### config.mk
export PLATFORM = sky130hd
export DESIGN_NAME = pvp_result_sequencer
export DESIGN_NICKNAME = d
export VERILOG_FILES = /design/src/rtl/pvp_pkg.sv /design/src/rtl/frame_tick_gen.sv /design/src/rtl/pvp_result_sequencer.sv
export SDC_FILE = /design/constraint.sdc
export NUM_CORES = 1
export LEC_CHECK = 0
export ABC_AREA = 1
export BUFFER_PORTS_ARGS = -buffer_cell sky130_fd_sc_hd__clkbuf_2
export CAP_MARGIN = 10
export CORE_MARGIN = 4
export CORE_UTILIZATION = 40
export CTS_CLUSTER_DIAMETER = 80
export DETAILED_ROUTE_END_ITERATION = 10
export GPL_TIMING_DRIVEN = 0
export PLACE_DENSITY = 0.76
export SETUP_SLACK_MARGIN = 0.4
export SKIP_LAST_GASP = 1
export SLEW_MARGIN = 20
export SYNTH_ARGS = -nofsm -noshare
export SYNTH_HDL_FRONTEND = slang
export SYNTH_SLANG_ARGS = --single-unit
export TNS_END_PERCENT = 10
### constraint.sdc
create_clock -name clk -period 2.4 [get_ports clk]
set_input_delay 0.48 -clock clk [delete_from_list [all_inputs] [get_ports clk]]
set_output_delay 0.48 -clock clk [all_outputs]
set_load 0.05 [all_outputs]
### src/rtl/pvp_pkg.sv
// ---------------------------------------------------------------------------
// pvp_pkg
//   Shared definitions for the PvP end-of-match result screens.
//   - result-code constants (RES_NONE and a helper for the draw code, which
//     depends on the player count of the instantiating block)
//   - result sequencer state encoding
//   - RGB565 pixel width
// ---------------------------------------------------------------------------
package pvp_pkg;

    localparam int RGB565_W = 16;

    // "No result yet" code on the result bus.
    localparam int RES_NONE = 0;

    // The draw code sits one above the highest player number.
    function automatic int res_draw(input int num_players);
        return num_players + 1;
    endfunction

    typedef enum logic [1:0] {
        ST_IDLE = 2'd0,
        ST_ANIM = 2'd1,
        ST_SHOW = 2'd2
    } seq_state_t;

endpackage : pvp_pkg

### src/rtl/frame_tick_gen.sv
// ---------------------------------------------------------------------------
// frame_tick_gen
//   Single-cycle frame tick derived from the system clock, replacing a
//   separately divided frame clock so everything stays on clk.
//
//   Parameters: CLK_HZ, FRAME_RATE (tick period = CLK_HZ / FRAME_RATE clocks)
//   Ports:
//     clk    in   system clock
//     reset  in   asynchronous active-high reset
//     en     in   count enable; counter clears synchronously while low
//     tick   out  high for one clock when the count reaches TICK_DIV-1
// ---------------------------------------------------------------------------
module frame_tick_gen #(
    parameter int CLK_HZ     = 100_000_000,
    parameter int FRAME_RATE = 6
) (
    input  logic clk,
    input  logic reset,
    input  logic en,
    output logic tick
);

    localparam int TICK_DIV = CLK_HZ / FRAME_RATE;
    localparam int CW       = (TICK_DIV > 1) ? $clog2(TICK_DIV) : 1;
    localparam logic [CW-1:0] CNT_LAST = CW'(TICK_DIV - 1);

    logic [CW-1:0] cnt_reg;

    always_ff @(posedge clk or posedge reset) begin
        if (reset) begin
            cnt_reg <= '0;
        end else if (!en) begin
            cnt_reg <= '0;
        end else if (cnt_reg == CNT_LAST) begin
            cnt_reg <= '0;
        end else begin
            cnt_reg <= cnt_reg + 1'b1;
        end
    end

    // Gated by en so a stale count can never produce a tick while idle.
    assign tick = en && (cnt_reg == CNT_LAST);

endmodule : frame_tick_gen

### src/rtl/pvp_result_sequencer.sv
// ---------------------------------------------------------------------------
// pvp_result_sequencer
//   End-of-match result controller for N players. A win plays ANIM_FRAMES
//   animation frames then shows the result screen; a draw goes straight to
//   the result screen. The result banner blinks on the result screen.
//   Sprite ROMs live outside; they are addressed by winner / anim_frame and
//   their pixels are composited here into the OLED stream.
//
//   Ports:
//     clk           in   system clock
//     reset         in   asynchronous active-high reset
//     result        in   0 none, 1..NUM_PLAYERS winner, NUM_PLAYERS+1 draw
//     base_pixel    in   game-over base layer pixel (RGB565)
//     banner_pixel  in   result banner pixel
//     anim_pixel    in   animation sprite pixel
//     winner        out  latched result code, 0 while idle
//     anim_frame    out  current animation frame index
//     anim_active   out  high while animating
//     done          out  high while showing the result screen
//     oled_data     out  composited pixel
// ---------------------------------------------------------------------------
module pvp_result_sequencer
    import pvp_pkg::*;
#(
    parameter int CLK_HZ       = 100_000_000,
    parameter int FRAME_RATE   = 6,
    parameter int NUM_PLAYERS  = 2,
    parameter int ANIM_FRAMES  = 8,
    parameter int BLINK_FRAMES = 3,
    parameter int RW           = $clog2(NUM_PLAYERS + 2),
    parameter int AFW          = (ANIM_FRAMES > 1) ? $clog2(ANIM_FRAMES) : 1
) (
    input  logic                clk,
    input  logic                reset,
    input  logic [RW-1:0]       result,
    input  logic [RGB565_W-1:0] base_pixel,
    input  logic [RGB565_W-1:0] banner_pixel,
    input  logic [RGB565_W-1:0] anim_pixel,
    output logic [RW-1:0]       winner,
    output logic [AFW-1:0]      anim_frame,
    output logic                anim_active,
    output logic                done,
    output logic [RGB565_W-1:0] oled_data
);

    localparam int BW = (BLINK_FRAMES > 1) ? $clog2(BLINK_FRAMES) : 1;
    localparam logic [RW-1:0]  CODE_LAST_PLAYER = RW'(NUM_PLAYERS);
    localparam logic [RW-1:0]  CODE_DRAW        = RW'(res_draw(NUM_PLAYERS));
    localparam logic [AFW-1:0] FRAME_LAST       = AFW'(ANIM_FRAMES - 1);
    localparam logic [BW-1:0]  BLINK_LAST       = BW'(BLINK_FRAMES - 1);

    seq_state_t    state_reg;
    logic [RW-1:0] winner_reg;
    logic [AFW-1:0] anim_frame_reg;
    logic          anim_active_reg;
    logic          done_reg;
    logic [BW-1:0] blink_cnt_reg;
    logic          phase_on_reg;

    logic is_win;
    logic is_draw;
    logic res_valid;
    logic tick;
    logic tick_en;

    // Codes above the draw code are treated exactly like "no result".
    assign is_win    = (result != RW'(RES_NONE)) && (result <= CODE_LAST_PLAYER);
    assign is_draw   = (result == CODE_DRAW);
    assign res_valid = is_win || is_draw;

    // Dropping the enable as soon as the result goes away clears the tick
    // counter on the same edge that returns the FSM to IDLE.
    assign tick_en = (state_reg != ST_IDLE) && res_valid;

    frame_tick_gen #(
        .CLK_HZ     (CLK_HZ),
        .FRAME_RATE (FRAME_RATE)
    ) u_tick (
        .clk   (clk),
        .reset (reset),
        .en    (tick_en),
        .tick  (tick)
    );

    always_ff @(posedge clk or posedge reset) begin
        if (reset) begin
            state_reg       <= ST_IDLE;
            winner_reg      <= '0;
            anim_frame_reg  <= '0;
            anim_active_reg <= 1'b0;
            done_reg        <= 1'b0;
            blink_cnt_reg   <= '0;
            phase_on_reg    <= 1'b1;
        end else if (state_reg != ST_IDLE && !res_valid) begin
            // Result withdrawn: abandon the sequence; this also beats a
            // coinciding final animation tick.
            state_reg       <= ST_IDLE;
            winner_reg      <= '0;
            anim_frame_reg  <= '0;
            anim_active_reg <= 1'b0;
            done_reg        <= 1'b0;
            blink_cnt_reg   <= '0;
            phase_on_reg    <= 1'b1;
        end else begin
            case (state_reg)
                ST_IDLE: begin
                    blink_cnt_reg <= '0;
                    phase_on_reg  <= 1'b1;
                    if (is_win) begin
                        state_reg       <= ST_ANIM;
                        winner_reg      <= result;
                        anim_frame_reg  <= '0;
                        anim_active_reg <= 1'b1;
                    end else if (is_draw) begin
                        state_reg  <= ST_SHOW;
                        winner_reg <= result;
                        done_reg   <= 1'b1;
                    end
                end
                ST_ANIM: begin
                    if (tick) begin
                        if (anim_frame_reg == FRAME_LAST) begin
                            // Last frame index stays on the output in SHOW.
                            state_reg       <= ST_SHOW;
                            anim_active_reg <= 1'b0;
                            done_reg        <= 1'b1;
                        end else begin
                            anim_frame_reg <= anim_frame_reg + 1'b1;
                        end
                    end
                end
                ST_SHOW: begin
                    if (tick) begin
                        if (blink_cnt_reg == BLINK_LAST) begin
                            blink_cnt_reg <= '0;
                            phase_on_reg  <= ~phase_on_reg;
                        end else begin
                            blink_cnt_reg <= blink_cnt_reg + 1'b1;
                        end
                    end
                end
                default: begin
                    state_reg       <= ST_IDLE;
                    winner_reg      <= '0;
                    anim_frame_reg  <= '0;
                    anim_active_reg <= 1'b0;
                    done_reg        <= 1'b0;
                    blink_cnt_reg   <= '0;
                    phase_on_reg    <= 1'b1;
                end
            endcase
        end
    end

    // Pixel path is purely combinational so the external ROM latency is
    // the only latency seen by the OLED driver.
    always_comb begin
        oled_data = '0;
        case (state_reg)
            ST_ANIM: oled_data = anim_pixel;
            ST_SHOW: oled_data = base_pixel | (phase_on_reg ? banner_pixel : '0);
            default: oled_data = '0;
        endcase
    end

    assign winner      = winner_reg;
    assign anim_frame  = anim_frame_reg;
    assign anim_active = anim_active_reg;
    assign done        = done_reg;

endmodule : pvp_result_sequencer

==> summary.txt, run 1 <==
Yosys
  • Netlist cell types: 35
  • Top cells by area, synth: dfrtp_1, nand2_1, inv_1
  • Ys flop type: dfrtp_1
  • Mapped cell area: 0.002743 mm^2
  • Post-synth ARST share: 1.000
  • Synth top area share: 0.3193
  • Post-synthesis sequential area ratio: 0.3289
  • Cells after Synth: 400
  • Synth top cells by count: nand2_1, inv_1, nor2_1
  • Syn avg cell area: 6.857 um^2
  • Top-count cell post-synth: nand2_1
  • Synthesis-stage register bit count: 36
  • Number of synthesized flops with an enable pin: 0
  • Net count after synthesis: 461
  • Post-synth top area cell: dfrtp_1
  • Synth warn: 0

Timing
  • Final critical-path share of the clock period: 0.9211
  • Final Hold Fails: 0
  • Worst slew pin tran: 0.7661 ns
  • Rel. slew slack: 0.4886
  • Final clock skew: 0.009742 ns
  • Setup_tns: 0 ns
  • Clock period minus worst slack: 2.211 ns
  • RSZ-0062 raised after global routing: yes
  • Hold slack: 0.3022 ns
  • Slew Viols, Final: 0
  • Fmax: 0.4523 GHz
  • Setup Viol. Count Final: 0

Outcome
  • Status: finished clean

Place
  • DP HPWL: 5517 um
  • PortBufs: 74
  • RePlAce Congestion: 0.9584
  • Dpl cells: 551

Routing
  • DR WL/cell: 14.64 um
  • Routed WL: 8389 um
  • # DRC: 0
  • Post-route ant nets: 0
  • Number of detailed-route iterations in the first pass: 5
  • Via Count: 3061
  • Detailed-route vias per instance: 5.342
  • Drt first-iter violations: 206

Critical path
  • CP Depth: 7
  • Arr. time, crit path: 1.73 ns
  • Delay-heaviest family, CP: flip-flops
  • Setup crit end kind: primary output
  • CP Max Fanout: 5
  • Bufs and invs on worst path: 4
  • Crit-path most repeated cell: clkbuf_8
  • CP required: 1.92 ns
  • Reg2Reg Launch Point: u_tick.cnt_reg[0]
  • Worst path max stage delay: 0.55 ns
  • Beginning of the critical path: phase_on_reg
  • R2R cell count: 9
  • Slowest library cell on the worst path: dfstp_2
  • Sequence of cells on the critical path: clkbuf_8, buf_6, nand2_1, inv_1, o21ai_0, a21oi_2, clkbuf_8
  • Worst Setup Start Kind: flop
  • Critical path class: flop to primary output

CTS
  • Clk buf depth: 2
  • H-tree Lvls: 2
  • Later-pin clock latency in the skew report: 0.30 ns
  • CTS tree: done
  • Clock root buffer: clkbuf_8
  • Register clock-pin slew on the reported worst setup and hold paths: 0.08 ns
  • Sink Count: 36
  • TritonCTS buffer count: 5

Power
  • VDD IR max: 0.8184 mV
  • Flop pwr share: 0.205
  • Combinational power share: 0.639
  • Pwr dens: 1014 mW/mm^2
  • Int Power: 1.958 mW
  • Clock network power share: 0.155
  • PnR Total Power: 3.817 mW
  • Switching share of power: 0.4870
  • Net switching power: 1.859 mW
  • P_leak: 1.863 nW

Global routing
  • Grt total ovfl: 0
  • GRT Resource Usage Total: 0.2010
  • Largest net degree at the start of global routing: 37
  • Initial antenna violation count: 0
  • Number of global-route vias before repair: 2928
  • First-pass GRT wire length: 13480 um

Floorplanning
  • Cell Rows: 29
  • Chip width: 90.81 um
  • # IOs: 75
  • Core area: 0.006495 mm^2
  • Initial core utilization: 0.4223
  • Die Ht: 90.81 um
  • Die footprint: 0.008246 mm^2

Job
  • Max capacitance violation total: 0

Hold path
  • Hold Crit Class: input pin to asynchronous set/reset pin

Final layout
  • Ant. Diodes: 0
  • Area growth syn-to-layout: 37.18%
  • Layout cell share with drive strength beyond 1: 0.3589
  • Max FFs per register: 24
  • Nets@finish: 556
  • Post-Layout Cell Count: 573
power groups by stage:
stage	clock network [mW]	registers, mW	logic, mW
after floorplan	0	0.892	1.29
after global placement	0	0.780	1.77
after detailed placement	0	0.789	1.81
after CTS	0.602	0.781	2.32
after global routing	0.630	0.795	2.60
final	0.593	0.784	2.44
cell families after synthesis:
logic type,Yosys count,share of synthesized area
compound gates,49,0.09763
simple gates,223,0.3973
flops,36,0.3289
buf+inv,73,0.1031
fa+ha+maj,9,0.04106
xor+xnor,10,0.03194
path summary, 6_finish.rpt:
| check | to | slack [ns] |
|---|---|---|
| worst max-delay path | oled_data[4] | 0.19 |
| worst min-delay path | anim_frame[0] | 0.30 |
| worst max register to register | u_tick.cnt_reg[10] | 0.55 |
| worst min register to register | anim_active | 0.51 |
| max in group asynchronous | u_tick.cnt_reg[23] | 1.61 |
| min in group clk | winner[0] | 0.48 |
through the flow:
step | util | area (um^2) | worst slack (ns)
6_report | 0.5793 | 3762 | 0.1893
5_1_grt | 0.5793 | 3762 | 0.09799
4_1_cts | 0.5766 | 3745 | 0.3167
3_5_place_dp | 0.5005 | 3251 | 0.07116
3_3_place_gp | 0.5005 | 3251 | 0.1505
2_1_floorplan | - | 2784 | 0.2430
final cells by class:
class	instances	area, um^2
timing repair buffer	88	581.8
sequential	36	902.1
fill	536	2733
clock inverter	1	30.03
inverter	65	246.5
multi-input combinational	291	1698
buffer	8	111.4
clock buffer	7	96.34
tap	77	96.34
metal layers:
| metal | vias to the layer above | part of all wire | GRT usage |
|---|---|---|---|
| li1 | 1453 | - | - |
| met1 | 1435 | 0.39 | 0.2445 |
| met2 | 146 | 0.50 | 0.3496 |
| met3 | 27 | 0.071 | 0.04500 |
| met4 | 0 | 0.030 | 0.06784 |
| met5 | - | 0 | 0 |
worst reg2reg max path, cell delays in order, from the launching register on:
cell and delay, ns:
dfrtp_1 0.52, ha_1 0.31, nand3_2 0.18, nor2_2 0.16, nand2_2 0.12, nor2_4 0.12, inv_2 0.06, nor2_2 0.08
xor2_1 0.14, nor2_1 0.05
timing repair:
item / 4_1_cts / 5_1_grt
cloned: 5 / 0
setup endpoints to repair: 16 / 19
pin swaps: 10 / 2
gates resized for setup: 74 / 10
buffers inserted: 9 / 0
hold buffers: 0 / 0
endpoints found under the hold margin: 0 / 0
cell usage in the layout, fill, tap and decap left out, types with 6 or more instances in the layout:
master / instances
a21oi_1: 7
a21oi_2: 9
buf_4: 11
clkbuf_2: 61
clkbuf_8: 15
dfrtp_1: 35
ha_1: 6
inv_1: 52
inv_2: 11
nand2_1: 84
nand2_2: 19
nand3_1: 32
nand4_1: 9
nor2_1: 45
o21ai_0: 14
o21ai_1: 8
xor2_1: 9
(Power assumes the default switching activity.)
==> run 2, diff against run 1 <==
CTS_BUF_LIST = sky130_fd_sc_hd__clkbuf_16   (was unset)
==> run 2 against run 1 <==
Against the previous run:
- worst setup slack better by 0.013 ns
- critical path type unchanged
- hold slack better by 0.022 ns
- die area stayed put
- flip-flop and latch count is the same
- sequential power up 0.5%
- first-iteration DRC count is 15% higher
- largest cell class unchanged
- total power rose by 4.1%
==> summary.txt, run 2 (synthesis gave the netlist of run 1 again) <==
CTS
  • Register clock-pin slew on the reported worst setup and hold paths: 0.06 ns (was 0.08 ns)
  • Later-pin clock latency in the skew report: 0.28 ns (was 0.30 ns)
  • Clk buf depth: 2 (unchanged)
  • CTS tree: done (unchanged)
  • Sink Count: 36 (unchanged)
  • H-tree Lvls: 2 (unchanged)
  • TritonCTS buffer count: 5 (unchanged)
  • Clock root buffer: clkbuf_16 (was clkbuf_8)

Floorplanning
  • Initial core utilization: 0.4223 (unchanged)
  • Chip width: 90.81 um (unchanged)
  • Cell Rows: 29 (unchanged)
  • # IOs: 75 (unchanged)
  • Die Ht: 90.81 um (unchanged)
  • Core area: 0.006495 mm^2 (unchanged)
  • Die footprint: 0.008246 mm^2 (unchanged)

Routing
  • Number of detailed-route iterations in the first pass: 5 (unchanged)
  • Routed WL: 8416 um (was 8389 um)
  • Detailed-route vias per instance: 5.284 (was 5.342)
  • Via Count: 3028 (was 3061)
  • Post-route ant nets: 0 (unchanged)
  • DR WL/cell: 14.69 um (was 14.64 um)
  • Drt first-iter violations: 236 (was 206)
  • # DRC: 0 (unchanged)

Global routing
  • Number of global-route vias before repair: 2905 (was 2928)
  • Grt total ovfl: 0 (unchanged)
  • First-pass GRT wire length: 13330 um (was 13480 um)
  • Largest net degree at the start of global routing: 37 (unchanged)
  • Initial antenna violation count: 0 (unchanged)
  • GRT Resource Usage Total: 0.1983 (was 0.2010)

Timing
  • Rel. slew slack: 0.4874 (was 0.4886)
  • Final critical-path share of the clock period: 0.9158 (was 0.9211)
  • Hold slack: 0.3243 ns (was 0.3022 ns)
  • RSZ-0062 raised after global routing: yes (unchanged)
  • Setup_tns: 0 ns (unchanged)
  • Fmax: 0.4550 GHz (was 0.4523 GHz)
  • Slew Viols, Final: 0 (unchanged)
  • Clock period minus worst slack: 2.198 ns (was 2.211 ns)
  • Setup Viol. Count Final: 0 (unchanged)
  • Setup slack after layout: 0.2021 ns (was 0.1893 ns)
  • Final clock skew: 0.008072 ns (was 0.009742 ns)
  • Worst slew pin tran: 0.7678 ns (was 0.7661 ns)
  • Final Hold Fails: 0 (unchanged)

Critical path
  • Worst Setup Start Kind: flop (unchanged)
  • Critical path class: flop to primary output (unchanged)
  • CP Max Fanout: 8 (was 5)
  • Arr. time, crit path: 1.72 ns (was 1.73 ns)
  • CP required: 1.92 ns (about the same)
  • Setup crit end kind: primary output (unchanged)

Place
  • DP HPWL: 5517 um (unchanged)
  • PortBufs: 74 (unchanged)
  • Place WS: 0.07116 ns (unchanged)
  • RePlAce Congestion: 0.9584 (unchanged)
  • DP Area: 0.003251 mm^2 (unchanged)

Final layout
  • Most frequent cells in the layout: nand2_1, clkbuf_2, inv_1 (unchanged)
  • Ant. Diodes: 0 (unchanged)
  • Most common cell after layout, fill and taps aside: nand2_1 (unchanged)
  • Post-route cell area: 0.003802 mm^2 (was 0.003762 mm^2)
  • Area growth syn-to-layout: 38.64% (was 37.18%)
  • Nets@finish: 556 (unchanged)
  • Layout cell share with drive strength beyond 1: 0.3548 (was 0.3589)
  • Fillers: 520 (was 536)
  • FF+latch area: 902.1 um^2 (unchanged)
  • Max FFs per register: 24 (unchanged)
  • Multi-input gate area: 0.001698 mm^2 (unchanged)

Power
  • Net switching power: 1.891 mW (was 1.859 mW)
  • PnR Total Power: 3.973 mW (was 3.817 mW)
  • Pwr dens: 1045 mW/mm^2 (was 1014 mW/mm^2)
  • Combinational power share: 0.620 (was 0.639)
  • Switching share of power: 0.4761 (was 0.4870)
  • Int Power: 2.082 mW (was 1.958 mW)
  • Clock network power share: 0.182 (was 0.155)
  • VDD IR max: 0.8201 mV (was 0.8184 mV)
  • P_leak: 1.877 nW (was 1.863 nW)
  • Flop pwr share: 0.198 (was 0.205)

Hold path
  • Hold Crit Class: input pin to asynchronous set/reset pin (unchanged)

Job
  • Max capacitance violation total: 0 (unchanged)

Outcome
  • Status: finished clean (unchanged)
-- run 2: worst paths after layout --
check	startpoint	to	slack [ns]	cells past startpoint
max	state_reg[0]	oled_data[4]	0.20	6
min	reset	anim_frame[0]	0.32	2
max reg2reg	u_tick.cnt_reg[0]	u_tick.cnt_reg[10]	0.55	9
min reg2reg	anim_active	anim_active	0.51	2
max in group asynchronous	reset	u_tick.cnt_reg[6]	1.59	2
min in group clk	result[0]	winner[0]	0.50	3
-- run 2: routing by layer --
layer / part of all wire / routed length (um) / GRT usage
met4: 0.042 / 355 / 0.08040
met3: 0.071 / 594 / 0.03750
met1: 0.39 / 3280 / 0.2444
met2: 0.50 / 4185 / 0.3397
met5: 0 / 0 / 0
-- run 2: what timing repair did --
action / in CTS / in global routing
gates resized for setup: 74 / 12
pin swaps: 10 / 2
hold buffers: 0 / 0
gates cloned: 5 / 0
setup endpoints to repair: 16 / 19
setup buffers: 9 / 0
-- run 2: power groups by stage --
stage,logic [mW],clock network [mW],registers [mW]
after floorplan,1.29,0,0.892
after global placement,1.77,0,0.780
after detailed placement,1.81,0,0.789
after CTS,2.32,0.733,0.783
after global routing,2.61,0.758,0.799
final,2.46,0.723,0.788
-- run 2: cell type report --
| class | count | share of cell area |
|---|---|---|
| inverter | 65 | 0.06482 |
| timing repair buffer | 88 | 0.1537 |
| tap | 77 | 0.02534 |
| multi-input combinational | 291 | 0.4465 |
| clock inverter | 3 | 0.009872 |
| clock buffer | 5 | 0.03291 |
| buffer | 8 | 0.02961 |
| sequential | 36 | 0.2372 |
-- run 2: through the flow --
| step | instances | utilization |
|---|---|---|
| after global placement | 551 | 0.5005 |
| after floorplan | 400 | - |
| after CTS | 573 | 0.5822 |
| after global routing | 573 | 0.5854 |
| after detailed placement | 551 | 0.5005 |
| final | 573 | 0.5854 |
-- run 2: critical path, cell delays in order, from the launching register on --
cell	delay (ns)
dfrtp_1	0.40
inv_2	0.10
ha_4	0.19
clkbuf_4	0.20
o21ai_0	0.15
a21oi_2	0.20
clkbuf_8	0.21
==> run 3, diff against run 2 <==
ABC_AREA = unset   (was 1)
CORE_MARGIN = unset   (was 4)
PLACE_DENSITY = 0.77   (was 0.76)
clock period = 2.3 ns   (was 2.4 ns; I/O delays follow)
==> run 3 against run 2 <==
Against the previous run:
- sequential share of layout area rose by 1.9 points
- cell area is 7.3% lower
- hold slack got worse by 0.031 ns
- sequential power down 2%
- worst setup slack lost 0.040 ns
- final cell count shrank 26%
- area after synthesis fell by 14%
- clock skew down 0.0041 ns
- global-route usage rose by 0.35 points
==> summary.txt, run 3 <==
Outcome
  • Status: finished clean (unchanged)

Final layout
  • Ant. Diodes: 0 (unchanged)
  • Most frequent cells in the layout: clkbuf_2, nor2_1, dfrtp_1 (was nand2_1, clkbuf_2, inv_1)
  • Area growth syn-to-layout: 48.94% (was 38.64%)
  • Max FFs per register: 24 (unchanged)
  • Post-route cell area: 0.003526 mm^2 (was 0.003802 mm^2)
  • Layout cell share with drive strength beyond 1: 0.4359 (was 0.3548)
  • Most common cell after layout, fill and taps aside: clkbuf_2 (was nand2_1)
  • Nets@finish: 411 (was 556)
  • Fillers: 412 (was 520)
  • Post-Layout Cell Count: 423 (was 573)

Floorplanning
  • Initial core utilization: 0.4221 (was 0.4223)
  • Chip width: 78.93 um (was 90.81 um)
  • Core area: 0.005608 mm^2 (was 0.006495 mm^2)
  • Die Ht: 78.93 um (was 90.81 um)
  • Die footprint: 0.006230 mm^2 (was 0.008246 mm^2)
  • # IOs: 75 (unchanged)
  • Cell Rows: 27 (was 29)

Critical path
  • Arr. time, crit path: 1.68 ns (was 1.72 ns)
  • Critical path class: flop to primary output (unchanged)
  • Setup crit end kind: primary output (unchanged)
  • CP required: 1.84 ns (was 1.92 ns)
  • Worst Setup Start Kind: flop (unchanged)
  • CP Max Fanout: 8 (unchanged)

Timing
  • Slew Viols, Final: 0 (unchanged)
  • Setup_tns: 0 ns (unchanged)
  • Setup Viol. Count Final: 0 (unchanged)
  • Final critical-path share of the clock period: 0.9294
  • Final Hold Fails: 0 (unchanged)
  • Worst slew pin tran: 0.7513 ns (was 0.7678 ns)
  • RSZ-0062 raised after global routing: yes (unchanged)
  • Rel. slew slack: 0.4984 (was 0.4874)
  • Final clock skew: 0.004014 ns (was 0.008072 ns)
  • Clock period minus worst slack: 2.138 ns
  • Fmax: 0.4678 GHz

Global routing
  • Number of global-route vias before repair: 2267 (was 2905)
  • First-pass GRT wire length: 9867 um (was 13330 um)
  • Grt total ovfl: 0 (unchanged)
  • Initial antenna violation count: 0 (unchanged)
  • GRT Resource Usage Total: 0.2018 (was 0.1983)
  • Largest net degree at the start of global routing: 37 (unchanged)

CTS
  • Later-pin clock latency in the skew report: 0.28 ns (about the same)
  • Sink Count: 36 (unchanged)
  • Clock root buffer: clkbuf_16 (unchanged)
  • Register clock-pin slew on the reported worst setup and hold paths: 0.06 ns (about the same)
  • CTS tree: done (unchanged)
  • H-tree Lvls: 2 (unchanged)
  • Clk buf depth: 2 (unchanged)
  • TritonCTS buffer count: 5 (unchanged)

Routing
  • Detailed-route vias per instance: 5.544 (was 5.284)
  • Number of detailed-route iterations in the first pass: 4 (was 5)
  • Via Count: 2345 (was 3028)
  • # DRC: 0 (unchanged)
  • Routed WL: 6397 um (was 8416 um)
  • DR WL/cell: 15.12 um (was 14.69 um)
  • Drt first-iter violations: 108 (was 236)
  • Post-route ant nets: 0 (unchanged)

Power
  • Net switching power: 1.680 mW (was 1.891 mW)
  • Combinational power share: 0.642 (was 0.620)
  • Flop pwr share: 0.195 (was 0.198)
  • Int Power: 2.289 mW (was 2.082 mW)
  • P_leak: 1.663 nW (was 1.877 nW)
  • Pwr dens: 1125 mW/mm^2 (was 1045 mW/mm^2)
  • VDD IR max: 0.7128 mV (was 0.8201 mV)
  • Clock network power share: 0.163 (was 0.182)
  • Switching share of power: 0.4233 (was 0.4761)

Place
  • Dpl cells: 404 (was 551)
  • RePlAce Congestion: 0.7706 (was 0.9584)
  • PortBufs: 74 (unchanged)
  • DP HPWL: 4050 um (was 5517 um)
  • DP Area: 0.002954 mm^2 (was 0.003251 mm^2)

Yosys
  • Synth warn: 0 (unchanged)
  • Net count after synthesis: 319 (was 461)
  • Post-synth ARST share: 1.000 (unchanged)
  • Synth top cells by count: dfrtp_1, nor2_1, nor2b_1 (was nand2_1, inv_1, nor2_1)
  • Ys flop type: dfrtp_1 (unchanged)
  • Cells after Synth: 258 (was 400)
  • Post-synth top area cell: dfrtp_1 (unchanged)
  • Post-synthesis sequential area ratio: 0.3811 (was 0.3289)
  • Syn avg cell area: 9.175 um^2 (was 6.857 um^2)
  • Synth top area share: 0.3700 (was 0.3193)
  • Top cells by area, synth: dfrtp_1, xor2_1, nor2_1 (was dfrtp_1, nand2_1, inv_1)
  • Synthesis-stage register bit count: 36 (unchanged)
  • Number of synthesized flops with an enable pin: 0 (unchanged)
  • Mapped cell area: 0.002367 mm^2 (was 0.002743 mm^2)
  • Netlist cell types: 47 (was 35)

Job
  • Max capacitance violation total: 0 (unchanged)

Hold path
  • Hold Crit Class: input pin to asynchronous set/reset pin (unchanged)
[run 3: path summary, 6_finish.rpt]
kind | from | endpoint | slack, ns | cells after the start
setup / recovery | state_reg[1] | oled_data[14] | 0.16 | 7
hold / removal | reset | anim_active | 0.29 | 2
setup reg to reg | state_reg[1] | anim_frame[2] | 0.22 | 9
hold reg to reg | anim_active | anim_active | 0.50 | 1
max in group asynchronous | reset | state_reg[0] | 1.48 | 2
min in group clk | anim_active | anim_active | 0.50 | 1
[run 3: logic make-up after synthesis]
kind of cell / count (synthesis) / share of synthesized area
buf+inv: 21 / 0.04757
fa+ha+maj: 9 / 0.04757
xor+xnor: 22 / 0.08139
mux: 3 / 0.01374
flops: 36 / 0.3811
compound gates: 50 / 0.1580
simple gates: 117 / 0.2706
[run 3: area by class of cell]
type / instances / area [um^2] / share of cell area
multi-input combinational: 201 / 1585 / 0.4496
clock buffer: 5 / 125.1 / 0.03549
buffer: 13 / 178.9 / 0.05075
sequential: 36 / 903.4 / 0.2562
timing repair buffer: 85 / 599.3 / 0.1700
clock inverter: 3 / 13.76 / 0.003903
inverter: 8 / 30.03 / 0.008517
tap: 72 / 90.09 / 0.02555
[run 3: metrics by stage]
step	util	worst slack (ns)	power (mW)	hold slack, ns
floorplan	-	0.3741	2.313	0.4846
global placement	0.5268	0.1076	2.654	0.4787
detailed placement	0.5268	0.06416	2.679	0.4902
CTS	0.6149	0.1387	3.840	0.3223
global route	0.6287	0.1129	4.148	0.3641
finish	0.6287	0.1623	3.968	0.2930
[run 3: repair_timing]
action,CTS,global route
gates resized for setup,66,16
hold buffers,0,0
setup buffers,5,4
setup endpoints to repair,37,48
pin swaps,3,6
gates cloned,1,1
[run 3: power groups by stage]
stage / clock [mW] / sequential (mW) / combinational [mW]
2_1_floorplan: 0 / 0.876 / 1.44
3_3_place_gp: 0 / 0.774 / 1.88
6_report: 0.645 / 0.775 / 2.55
4_1_cts: 0.665 / 0.767 / 2.41
3_5_place_dp: 0 / 0.779 / 1.90
5_1_grt: 0.690 / 0.786 / 2.67
[run 3: metal layers]
metal	global-route usage	wire length, um
met5	0	0
met4	0.09273	201
met3	0.05862	458
met2	0.3678	3117
met1	0.2132	2619
[run 3: critical path: stages (launching register included)]
cell and delay [ns]:
dfrtp_1 0.40, buf_6 0.13, ha_4 0.16, clkbuf_16 0.15, buf_12 0.14, a22oi_2 0.17, nor2b_4 0.06, clkbuf_8 0.17
